### config.mk
export PLATFORM = sky130hd
export DESIGN_NAME = rename_reg_file
export DESIGN_NICKNAME = d
export VERILOG_FILES = /design/src/rtl/rename_reg_file.sv
export SDC_FILE = /design/constraint.sdc
export NUM_CORES = 2
export LEC_CHECK = 0
export BUFFER_PORTS_ARGS = -buffer_cell sky130_fd_sc_hd__buf_2
export CAP_MARGIN = 20
export CORE_UTILIZATION = 40
export DETAILED_ROUTE_END_ITERATION = 6
export PLACE_DENSITY = 0.68
export REMOVE_ABC_BUFFERS = 1
export SYNTH_ARGS = -nofsm -noshare
export SYNTH_HDL_FRONTEND = slang
export SYNTH_SLANG_ARGS = --single-unit
### constraint.sdc
create_clock -name clk -period 3.2 [get_ports clk]
set_clock_uncertainty 0.1 [all_clocks]
set_input_delay 0.96 -clock clk [delete_from_list [all_inputs] [get_ports clk]]
set_output_delay 0.96 -clock clk [all_outputs]
set_load 0.005 [all_outputs]
### src/rtl/rename_reg_file.sv
// Architectural register file with per-register rename tags (value / busy / producer ROB id).
// Define RF_COMMIT_BYPASS_EN to let source reads see a same-cycle matching commit.
module rename_reg_file #(
   parameter int REG_NUM  = 32,
   parameter int DATA_W   = 32,
   parameter int ROB_ID_W = 4
) (
   input  logic                clk,
   input  logic                rst,
   input  logic                rdy,
   input  logic                ID_rename_valid,
   input  logic [4:0]          ID_rd,
   input  logic [ROB_ID_W-1:0] ID_ROB_id,
   input  logic [4:0]          ID_rs1,
   input  logic [4:0]          ID_rs2,
   output logic                ID_rs1_busy,
   output logic [DATA_W-1:0]   ID_rs1_value,
   output logic [ROB_ID_W-1:0] ID_rs1_ROB_id,
   output logic                ID_rs2_busy,
   output logic [DATA_W-1:0]   ID_rs2_value,
   output logic [ROB_ID_W-1:0] ID_rs2_ROB_id,
   input  logic                ROB_commit_valid,
   input  logic [4:0]          ROB_commit_rd,
   input  logic [ROB_ID_W-1:0] ROB_commit_ROB_id,
   input  logic [DATA_W-1:0]   ROB_commit_value,
   input  logic                ROB_roll_back_flag
);

   localparam int IDX_W = 5;
   localparam int SLOTS = 1 << IDX_W;

   // One slot per encodable index; x0 and indices beyond REG_NUM read as constant zero.
   logic                slot_busy  [SLOTS];
   logic [DATA_W-1:0]   slot_value [SLOTS];
   logic [ROB_ID_W-1:0] slot_tag   [SLOTS];
`ifdef RF_COMMIT_BYPASS_EN
   logic                slot_bypass [SLOTS];
`endif

   genvar gi;
   generate
      for (gi = 0; gi < SLOTS; gi++) begin : g_reg
         if (gi == 0 || gi >= REG_NUM) begin : g_zero
            assign slot_busy[gi]  = 1'b0;
            assign slot_value[gi] = '0;
            assign slot_tag[gi]   = '0;
`ifdef RF_COMMIT_BYPASS_EN
            assign slot_bypass[gi] = 1'b0;
`endif
         end else begin : g_live
            logic                busy_reg;
            logic [DATA_W-1:0]   value_reg;
            logic [ROB_ID_W-1:0] tag_reg;
            logic                commit_hit;
            logic                rename_hit;
            logic                clear_hit;

            assign commit_hit = ROB_commit_valid && (ROB_commit_rd == IDX_W'(gi));
            assign rename_hit = ID_rename_valid && (ID_rd == IDX_W'(gi));
            // Only the producer the register currently waits on may release it.
            assign clear_hit  = commit_hit && (tag_reg == ROB_commit_ROB_id);

            always_ff @(posedge clk) begin
               if (rst) begin
                  busy_reg  <= 1'b0;
                  value_reg <= '0;
                  tag_reg   <= '0;
               end else if (rdy) begin
                  if (commit_hit) begin
                     value_reg <= ROB_commit_value;
                  end
                  if (ROB_roll_back_flag) begin
                     busy_reg <= 1'b0;
                     tag_reg  <= '0;
                  end else if (rename_hit) begin
                     busy_reg <= 1'b1;
                     tag_reg  <= ID_ROB_id;
                  end else if (clear_hit) begin
                     busy_reg <= 1'b0;
                  end
               end
            end

            assign slot_busy[gi]  = busy_reg;
            assign slot_value[gi] = value_reg;
            assign slot_tag[gi]   = tag_reg;
`ifdef RF_COMMIT_BYPASS_EN
            // Forward only a commit that is actually consumed on this edge.
            assign slot_bypass[gi] = rdy && clear_hit && busy_reg;
`endif
         end
      end
   endgenerate

   logic [IDX_W-1:0]    rd_idx   [2];
   logic                rd_busy  [2];
   logic [DATA_W-1:0]   rd_value [2];
   logic [ROB_ID_W-1:0] rd_tag   [2];

   assign rd_idx[0] = ID_rs1;
   assign rd_idx[1] = ID_rs2;

   // Reads see registered state, so a same-cycle rename never leaks into its own sources.
   generate
      for (gi = 0; gi < 2; gi++) begin : g_rd
         logic                busy_c;
         logic [DATA_W-1:0]   value_c;
         logic [ROB_ID_W-1:0] tag_c;

         always_comb begin
            busy_c  = slot_busy[rd_idx[gi]];
            value_c = slot_value[rd_idx[gi]];
            tag_c   = slot_tag[rd_idx[gi]];
`ifdef RF_COMMIT_BYPASS_EN
            if (slot_bypass[rd_idx[gi]]) begin
               busy_c  = 1'b0;
               value_c = ROB_commit_value;
            end
`endif
         end

         assign rd_busy[gi]  = busy_c;
         assign rd_value[gi] = value_c;
         assign rd_tag[gi]   = tag_c;
      end
   endgenerate

   assign ID_rs1_busy   = rd_busy[0];
   assign ID_rs1_value  = rd_value[0];
   assign ID_rs1_ROB_id = rd_tag[0];
   assign ID_rs2_busy   = rd_busy[1];
   assign ID_rs2_value  = rd_value[1];
   assign ID_rs2_ROB_id = rd_tag[1];

endmodule

==> impl_metrics.json <==
{
  "avgSynthCellArea_sq_um": 7.90,
  "worst_slew_pin_slew_ns": 0.859,
  "power_frac_seq_pct": 42.2,
  "drive_above_1_share_pct": 19.7,
  "end_kind": "output pin",
  "dieArea_sq_mm": 0.155,
  "synth-main-ff-cell": "dfxtp_1",
  "worstPathCellList": "buf_16 > buf_6 > buf_8 > buf_12 > buf_4 > mux2i_2 > a22oi_2 > a31oi_4 > nand3_4 > buf_6",
  "clk_path_buf_depth": 3,
  "switching_share_pct": 27.3,
  "nNetsFinal": 8008,
  "die_y_microns": 394,
  "finalCritPeriodShare_pct": 121,
  "initial_utilization_pct": 40.4,
  "rsz0062_at_grt": "true",
  "p_per_area_mw_per_mm2": 441,
  "synth_top_area_share_pct": 37.4,
  "violations": "negative setup slack",
  "max_stage_delay_ns": 0.34,
  "num_rows": 143,
  "core_area_sq_mm": 0.152,
  "critPathLaunchType": "input pin",
  "dp_hpwl_mm": 164,
  "crit_fanout": 7,
  "synth_edf_count": 0,
  "drt_iter0_drc": 8546,
  "routed_wl_mm": 267,
  "first_global_vias": 59000,
  "io_pins": 140,
  "synth.distinct_cells": 44,
  "grt_pass1_wl_mm": 382,
  "synth_area_leaders": "dfxtp_1 (37%), mux2i_1 (16%), nand2_1 (13%)",
  "viasPerCell": 6.24,
  "layout_common_cells": "nand2_1 (2166), a21oi_1 (1162), dfxtp_1 (1147)",
  "ant_nets": 0,
  "crit_type": "input pin to output pin",
  "mostFrequentLayoutCell": "nand2_1",
  "cts.sinks": 1147,
  "grt_overflow": 0,
  "drc": 0,
  "cts_tree": "built",
  "path_clk_slew_ns": 0.06,
  "p_int_w": 0.0249,
  "clkPwrFrac_pct": 43.6,
  "path_common_cell": "buf_6",
  "placed_area_sq_mm": 0.0675,
  "htree_num_levels": 3,
  "final_core_util_pct": 51.0,
  "leakagePower_nw": 29.0,
  "design_area_sq_mm": 0.0776,
  "max_slew_margin_pct": 42.7,
  "ys_seq_area_share_pct": 37.4,
  "async_reset_ff_share_pct": 0,
  "portBuffers": 139,
  "grt_start_max_net_pins": 163,
  "finalHoldViolCount": 0,
  "antenna_found_initial": 21,
  "numCtsBuffers": 118,
  "grt_usage_pct": 32.1,
  "power.switching_w": 0.00935,
  "ys_warn_count": 0,
  "wl_per_cell_microns": 26.5,
  "vias": 62900,
  "drv_slew": 0,
  "die_w_microns": 394,
  "drv_cap": 0,
  "required_ns": 2.14,
  "synthesis.area_sq_mm": 0.0615,
  "fmax_ghz": 0.258,
  "hold_path_class": "flip-flop to flip-flop",
  "gp_congestion": 0.979,
  "setup_slack_ns": -0.683,
  "pwr-share-comb_pct": 14.2,
  "holdBufCountCts": 0,
  "syn_inst": 7778,
  "ys_ff_latch": 1147,
  "synth_top_area_cell": "dfxtp_1",
  "report.final.setup_viol": 74,
  "ir_drop_v": 0.000483,
  "arrival_ns": 2.82,
  "clk_latency_ns": 0.76,
  "setup_tns_ns": -38.52,
  "cts-root-buf": "clkbuf_16",
  "finalCriticalPeriod_ns": 3.88,
  "largest_register_ffs": 992,
  "area_growth_pct": 26.3,
  "drtPass1Iterations": 7,
  "crit_path_top_delay_cell": "a31oi_4",
  "status": "finished, violations left"
}
cell families (layout without fill, tap and decap cells):
group | after synthesis | count (layout) | synth area share [%]
other cells | 0 | 9 | 0
flops | 1147 | 1147 | 37.4
xor+xnor | 124 | 124 | 1.77
compound gates | 1676 | 1676 | 15.6
simple gates | 2897 | 2897 | 19.5
mux | 1155 | 1155 | 20.5
buf+inv | 779 | 1041 | 5.32
final cells by class:
type | instances | area (sq um)
tap | 2030 | 2540
fill | 13400 | 74700
clock buffer | 177 | 3510
clock inverter | 41 | 644
antenna | 9 | 22.5
inverter | 2 | 7.51
multi-input combinational | 5852 | 38200
timing repair buffer | 821 | 9720
sequential | 1147 | 23000
power by group through the flow:
stage | clock [W] | sequential, W | combinational (W)
floorplan | 0 | 0.0147 | 0.00142
global placement | 0 | 0.0148 | 0.00377
detailed placement | 0 | 0.0148 | 0.00380
CTS | 0.0149 | 0.0145 | 0.00438
global route | 0.0155 | 0.0145 | 0.00495
finish | 0.0149 | 0.0145 | 0.00485
path summary, 6_finish.rpt:
check	start	end	slack, ns	depth (start not counted)
setup / recovery	ID_rs1[1]	ID_rs1_value[20]	-0.68	10
hold / removal	g_reg[3].g_live.value_reg[11]$_SDFFE_PP0P_	g_reg[3].g_live.value_reg[11]$_SDFFE_PP0P_	0.37	2
setup reg to reg	g_reg[1].g_live.tag_reg[3]$_SDFFE_PP0P_	g_reg[1].g_live.busy_reg$_SDFFE_PP0P_	1.55	4
hold reg to reg	g_reg[3].g_live.value_reg[11]$_SDFFE_PP0P_	g_reg[3].g_live.value_reg[11]$_SDFFE_PP0P_	0.37	2
per-stage QoR:
| stage | total power (W) | hold WS, ns | cells | worst slack [ns] |
|---|---|---|---|---|
| 5_1_grt | 0.0349 | 0.381 | 10100 | -0.630 |
| 4_1_cts | 0.0338 | 0.367 | 10000 | -0.553 |
| 6_report | 0.0342 | 0.369 | 10100 | -0.683 |
| 3_5_place_dp | 0.0186 | 0.358 | 9700 | -1.11 |
| 2_1_floorplan | 0.0162 | 0.336 | 7001 | -3.14 |
| 3_3_place_gp | 0.0185 | 0.349 | 9700 | -1.05 |
layer usage:
metal | up-vias | wire (microns) | GRT usage, %
li1 | 27200 | - | -
met3 | 1254 | 35900 | 8.99
met5 | - | 182 | 0
met1 | 29900 | 96800 | 40.0
met4 | 30 | 22100 | 22.3
met2 | 4414 | 112000 | 47.8
cell usage after synthesis (15+ instances only):
library cell	number
o21ai_1	17
nor3_1	75
mux2i_1	1007
nor2_1	173
a22oi_1	324
nand2b_1	31
nand2_1	2182
a21oi_1	1162
nor2b_1	107
a221oi_1	74
mux4_2	74
clkbuf_1	487
buf_2	248
nand3_1	237
dfxtp_1	1147
nand4_1	15
nor4_1	18
xor2_1	72
a31oi_1	83
mux2_2	74
buf_1	33
xnor2_1	52
critical path: cells and delay by family:
kind / cells / cell delay (ns)
buffers and inverters: 6 / 0.89
AO/OA/AOI/OAI: 2 / 0.46
multiplexers: 1 / 0.28
AND/OR/NAND/NOR: 1 / 0.19
timing repair:
action	in CTS	in global routing
setup buffers	72	45
cloned	33	20
resized for setup	462	229
endpoints found under the setup margin	74	74
pin swaps	118	98
Power figures use the tool's default switching activity.
